[config.mk]
export PLATFORM = sky130hd
export DESIGN_NAME = demux_fifo_umbral_n
export DESIGN_NICKNAME = d
export VERILOG_FILES = /design/src/rtl/demux_fifo_umbral_n.sv
export SDC_FILE = /design/constraint.sdc
export NUM_CORES = 1
export LEC_CHECK = 0
export ABC_AREA = 1
export CAP_MARGIN = 20
export CORE_MARGIN = 3
export CORE_UTILIZATION = 59
export CTS_BUF_LIST = sky130_fd_sc_hd__clkbuf_2 sky130_fd_sc_hd__clkbuf_4 sky130_fd_sc_hd__clkbuf_8
export DETAILED_ROUTE_END_ITERATION = 10
export GPL_TIMING_DRIVEN = 0
export MAX_ROUTING_LAYER = met4
export PLACE_DENSITY = 0.82
export SYNTH_ARGS = -nofsm -noshare
export SYNTH_HDL_FRONTEND = slang
export SYNTH_SLANG_ARGS = --single-unit
export TNS_END_PERCENT = 20
[constraint.sdc]
create_clock -name clk -period 2.1 [get_ports clk]
set_input_delay 0.42 -clock clk [delete_from_list [all_inputs] [get_ports clk]]
set_output_delay 0.42 -clock clk [all_outputs]
set_load 0.03 [all_outputs]
[src/rtl/demux_fifo_umbral_n.sv]
// demux_fifo_umbral_n: one push stream is routed by a destination field into
// NUM_CH per-channel FIFOs. Each channel has programmable almost-full and
// almost-empty thresholds, sticky overflow/underflow error flags and a
// registered read port. A RESET/INIT/IDLE/ACTIVE state machine gates access.
//
// Ports:
//   clk, reset        clock (posedge) and asynchronous active-high reset
//   init              threshold-load request (enters/holds INIT)
//   umbral_full/empty almost-full / almost-empty thresholds, latched in INIT
//   data_in, push_data_in  write word and write strobe
//   pop               per-channel read strobe
//   data_out          per-channel registered read data, channel c at [c*DATA_W +: DATA_W]
//   almost_full/empty per-channel threshold flags (from registered counts)
//   pause             OR of almost_full
//   errors, error_out sticky per-channel overflow/underflow and their OR
//   active_out, idle_out  FSM is in ACTIVE / IDLE
module demux_fifo_umbral_n #(
  parameter int unsigned DATA_W   = 6,
  parameter int unsigned CH_BITS  = 1,
  parameter int unsigned DEST_LSB = 4,
  parameter int unsigned PTR_L    = 2,
  localparam int unsigned NUM_CH  = 1 << CH_BITS
) (
  input  logic                       clk,
  input  logic                       reset,
  input  logic                       init,
  input  logic [PTR_L-1:0]           umbral_full,
  input  logic [PTR_L-1:0]           umbral_empty,
  input  logic [DATA_W-1:0]          data_in,
  input  logic                       push_data_in,
  input  logic [NUM_CH-1:0]          pop,
  output logic [NUM_CH*DATA_W-1:0]   data_out,
  output logic [NUM_CH-1:0]          almost_full,
  output logic [NUM_CH-1:0]          almost_empty,
  output logic                       pause,
  output logic [NUM_CH-1:0]          errors,
  output logic                       error_out,
  output logic                       active_out,
  output logic                       idle_out
);

  localparam int unsigned DEPTH = 1 << PTR_L;
  localparam int unsigned CNT_W = PTR_L + 1;

  typedef enum logic [1:0] {ST_RESET, ST_INIT, ST_IDLE, ST_ACTIVE} state_t;

  state_t                          state_q, state_d;
  logic [PTR_L-1:0]                thr_full_q, thr_full_d;
  logic [PTR_L-1:0]                thr_empty_q, thr_empty_d;
  logic [NUM_CH-1:0][PTR_L-1:0]    wr_ptr_q, wr_ptr_d;
  logic [NUM_CH-1:0][PTR_L-1:0]    rd_ptr_q, rd_ptr_d;
  logic [NUM_CH-1:0][CNT_W-1:0]    count_q, count_d;
  logic [NUM_CH-1:0][DATA_W-1:0]   data_out_q, data_out_d;
  logic [NUM_CH-1:0]               errors_q, errors_d;
  logic [DATA_W-1:0]               mem_q [NUM_CH][DEPTH];
  logic [DATA_W-1:0]               mem_d [NUM_CH][DEPTH];

  logic [CH_BITS-1:0]              dest;
  logic                            io_en;
  logic                            all_empty;
  logic [NUM_CH-1:0]               push_hit, pop_hit, is_full, is_empty;
  logic [NUM_CH-1:0]               do_push, do_pop;

  // Next-state logic; init overrides every other transition.
  always_comb begin
    state_d   = state_q;
    all_empty = 1'b1;
    for (int c = 0; c < NUM_CH; c++) begin
      if (count_q[c] != '0) all_empty = 1'b0;
    end
    unique case (state_q)
      ST_RESET:  state_d = ST_INIT;
      ST_INIT:   if (!init) state_d = ST_IDLE;
      ST_IDLE: begin
        if (init)              state_d = ST_INIT;
        else if (push_data_in) state_d = ST_ACTIVE;
      end
      ST_ACTIVE: begin
        if (init)                            state_d = ST_INIT;
        else if (all_empty && !push_data_in) state_d = ST_IDLE;
      end
      default:   state_d = ST_RESET;
    endcase
  end

  // FIFO datapath: routing, pointer/count update, read port and error capture.
  always_comb begin
    thr_full_d  = thr_full_q;
    thr_empty_d = thr_empty_q;
    wr_ptr_d    = wr_ptr_q;
    rd_ptr_d    = rd_ptr_q;
    count_d     = count_q;
    data_out_d  = data_out_q;
    errors_d    = errors_q;
    mem_d       = mem_q;
    push_hit    = '0;
    pop_hit     = '0;
    is_full     = '0;
    is_empty    = '0;
    do_push     = '0;
    do_pop      = '0;
    dest        = data_in[DEST_LSB +: CH_BITS];
    io_en       = (state_q == ST_IDLE) || (state_q == ST_ACTIVE);

    if (state_q == ST_INIT) begin
      thr_full_d  = umbral_full;
      thr_empty_d = umbral_empty;
      errors_d    = '0;
    end

    for (int c = 0; c < NUM_CH; c++) begin
      push_hit[c] = io_en && push_data_in && (dest == CH_BITS'(c));
      pop_hit[c]  = io_en && pop[c];
      is_full[c]  = (count_q[c] == CNT_W'(DEPTH));
      is_empty[c] = (count_q[c] == '0);
      // A full channel still takes a push when the same cycle frees a slot.
      do_pop[c]   = pop_hit[c] && !is_empty[c];
      do_push[c]  = push_hit[c] && (!is_full[c] || pop_hit[c]);

      if ((push_hit[c] && is_full[c] && !pop_hit[c]) || (pop_hit[c] && is_empty[c]))
        errors_d[c] = 1'b1;

      // Read uses the pre-edge memory, so a full push+pop returns the old word.
      if (do_pop[c]) begin
        data_out_d[c] = mem_q[c][rd_ptr_q[c]];
        rd_ptr_d[c]   = rd_ptr_q[c] + PTR_L'(1);
      end
      if (do_push[c]) begin
        mem_d[c][wr_ptr_q[c]] = data_in;
        wr_ptr_d[c]           = wr_ptr_q[c] + PTR_L'(1);
      end

      unique case ({do_push[c], do_pop[c]})
        2'b10:   count_d[c] = count_q[c] + CNT_W'(1);
        2'b01:   count_d[c] = count_q[c] - CNT_W'(1);
        default: count_d[c] = count_q[c];
      endcase
    end
  end

  // State and control registers.
  always_ff @(posedge clk or posedge reset) begin
    if (reset) begin
      state_q     <= ST_RESET;
      thr_full_q  <= '1;
      thr_empty_q <= '0;
      wr_ptr_q    <= '0;
      rd_ptr_q    <= '0;
      count_q     <= '0;
      data_out_q  <= '0;
      errors_q    <= '0;
    end else begin
      state_q     <= state_d;
      thr_full_q  <= thr_full_d;
      thr_empty_q <= thr_empty_d;
      wr_ptr_q    <= wr_ptr_d;
      rd_ptr_q    <= rd_ptr_d;
      count_q     <= count_d;
      data_out_q  <= data_out_d;
      errors_q    <= errors_d;
    end
  end

  // Storage array; contents are only meaningful behind valid pointers.
  always_ff @(posedge clk) begin
    mem_q <= mem_d;
  end

  // Threshold flags compare the count against the zero-extended threshold.
  always_comb begin
    almost_full  = '0;
    almost_empty = '0;
    for (int c = 0; c < NUM_CH; c++) begin
      almost_full[c]  = (count_q[c] >= {1'b0, thr_full_q});
      almost_empty[c] = (count_q[c] <= {1'b0, thr_empty_q});
    end
  end

  assign data_out   = data_out_q;
  assign pause      = |almost_full;
  assign errors     = errors_q;
  assign error_out  = |errors_q;
  assign active_out = (state_q == ST_ACTIVE);
  assign idle_out   = (state_q == ST_IDLE);

endmodule

==> impl_metrics.tcl <==
set metrics [dict create \
    grt_pass1_wl_mm 12.3 \
    fill_cells 409 \
    hold_buffers 0 \
    ys_warn_count 0 \
    crit_chain "inv_1 > ha_1 > o21ai_1 > nand4_1 > buf_2" \
    dpl_worst_slack_ns -0.659 \
    overflow 0 \
    cts.clk_slew.worst_paths_ns 0.09 \
    core_sq_um 6030 \
    criticalPathCategory "flop to output port" \
    viasPerCell 5.30 \
    syn_area_sq_um 3730 \
    crit_path_end_kind "output port" \
    max_freq_mhz 486 \
    final_cell_mix "nor2_1, edfxtp_1, inv_1" \
    cts.path.max_buffers 2 \
    port_buffers 37 \
    routed-via-count 2547 \
    netlist_instances 350 \
    drt_wl_total_mm 7.17 \
    crit_slowest_cell "dfstp_2" \
    hold_path.class "input port to async pin" \
    die_h_um 85.5 \
    die_w_um 85.5 \
    start_util 0.619 \
    grt_pass1_vias 2652 \
    design_area_sq_um 4420 \
    grt_max_degree 22 \
    rows 28 \
    drc_errors 0 \
    drtPass1Iterations 4 \
    layout-drive-gt1-share 0.148 \
    synth_area_per_cell_sq_um 10.7 \
    worstPathRequired_ns 1.68 \
    fin_nets 437 \
    grtUsageTotal 0.226 \
    layout_min_cycle_time_ns 2.06 \
    worst_pin_slew_ns 0.664 \
    maxCapViolCount 0 \
    power_density_nw_per_um2 1400 \
    fin_ws_ns 0.0434 \
    yosysUniqueCellTypes 28 \
    fin_skew_ns 0.0120 \
    antenna_found_initial 0 \
    gp_congestion 0.834 \
    final_common_cell "nor2_1" \
    ios 38 \
    insertion_delay_ns 0.36 \
    drt-initial-drc-count 148 \
    outcome "finished clean" \
    h-tree-depth 3 \
    synth_fp_nets 386 \
    dieArea_sq_um 7310 \
    dpl_cell_area_sq_um 4220 \
    slowest_delay_ns 0.52 \
    fin_crit_sh 0.979 \
    ant_nets 0 \
    area_delta_synth_final_pct 18.6 \
    routedWlPerCell_um 14.9 \
    numCtsBuffers 9 \
    seq_area_frac_synth 0.615 \
    slew_headroom 0.557 \
    setup_violations 0 \
    rsz0062_at_grt "yes" \
    antenna_cells 0 \
    cts_root_buf "clkbuf_8" \
    arrival_ns 1.64 \
    cts_sinks 82 \
    yosys_register_bits 82 \
    ir_drop_mv 0.859 \
    crit_fanout 3 \
    finalHoldViolations 0 \
    tritoncts "done" \
    drv_slew 0 \
    start_kind "flop" \
    place_hpwl_mm 5.13 \
    leakagePower_nw 1.81 \
]
## worst max-delay path: cells and delay by family (launching register included)
| family | cells | cell delay [ns] |
|---|---|---|
| AOI/OAI and AO/OA | 1 | 0.12 |
| adders and majority gates | 1 | 0.29 |
| and+or+nand+nor | 1 | 0.10 |
| buffers and inverters | 2 | 0.26 |
| DFF | 1 | 0.52 |
## stage by stage
step                total power (W)  TNS, ns  std cells   util  hold WS, ns
floorplan                   0.00420        0        350      -        0.456
global placement            0.00499   -12.93        462  0.696        0.473
detailed placement          0.00514   -19.46        463  0.700        0.475
CTS                         0.00613   -0.156        479  0.727        0.464
global route                0.00664  -0.0509        481  0.734        0.500
finish                      0.00617        0        481  0.734        0.453
## synth_stat cells
cell      number  area, sq um
a21oi_1       18         90.1
clkinv_2       2         10.0
edfxtp_1      48         1440
o21bai_1       3         22.5
o211ai_1       1         7.51
dfstp_2        2         52.6
nand4_1        2         12.5
nand2_1       28          105
inv_1         37          139
xor2_1         4         35.0
xor2_2         2         32.5
nor2_4         2         22.5
inv_2          1         3.75
nor3_4         1         16.3
nand3_1        5         25.0
dfrtp_1       32          801
inv_4          1         6.26
buf_2          6         30.0
ha_1          18          225
xnor2_1        2         17.5
fa_1           2         40.0
nand2_4        3         33.8
o21ai_0       35          175
nor2_2         1         6.26
inv_6          1         8.76
nor2_1        91          342
o21bai_4       1         18.8
a21oi_2        1         8.76
## final cells by class
cell class	count	area [sq um]	share of cell area
Tap cell	75	93.8	0.0212
Timing Repair Buffer	40	389	0.0880
Multi-Input combinational cell	220	1250	0.284
Sequential cell	82	2300	0.520
Inverter	42	173	0.0390
Buffer	6	30.0	0.00679
Clock inverter	6	48.8	0.0110
Clock buffer	10	131	0.0297
## per-layer routing
layer  GRT usage  vias to the layer above  wire length (um)
met5           -                        -                 0
met2       0.367                       49              3690
met1       0.276                     1235              3070
met3      0.0519                       12               298
met4      0.0906                        0               107
li1            -                     1251                 -
## kinds of logic after synthesis
family                   after synthesis  share of synthesized area
AO/OA/AOI/OAI                         59                     0.0866
adder cells (fa/ha/maj)               20                     0.0711
XOR/XNOR                               8                     0.0228
flip-flops                            82                      0.615
buffers and inverters                 48                     0.0530
AND/OR/NAND/NOR                      133                      0.151
## final timing paths
| check | slack, ns | cells after the start | from | endpoint |
|---|---|---|---|---|
| max | 0.04 | 5 | thr_full_q[1]$_DFFE_PP1P_ | pause |
| min | 0.45 | 2 | reset | data_out[10]$_DFFE_PP0P_ |
| max reg2reg | 0.09 | 9 | count_q[3]$_DFFE_PP0P_ | count_q[5]$_DFFE_PP0P_ |
| min reg2reg | 0.49 | 2 | thr_full_q[0]$_DFFE_PP1P_ | thr_full_q[0]$_DFFE_PP1P_ |
| max in group asynchronous | 1.03 | 3 | reset | thr_full_q[0]$_DFFE_PP1P_ |
| min in group clk | 0.49 | 2 | thr_full_q[0]$_DFFE_PP1P_ | thr_full_q[0]$_DFFE_PP1P_ |
## power breakdown
part	internal [W]	switching, W	leakage (nW)
clock	0.000455	0.000596	0.0833
combinational	0.00101	0.00173	0.913
sequential	0.00210	0.000286	0.818
total	0.00356	0.00261	1.81
## sequential cells by signal, summed over array words and instances, names as in the netlist
name	flops
count_q	6
state_q	2
rd_ptr_q	4
data_out	12
errors	2
thr_empty_q	2
thr_full_q	2
mem_q	48
wr_ptr_q	4
## repair_timing
item                       CTS  global route
buffers inserted             0             2
setup endpoints to repair   29             7
pin swaps                    0             1
gates resized for setup     30            20
Power figures use the tool's default switching activity.
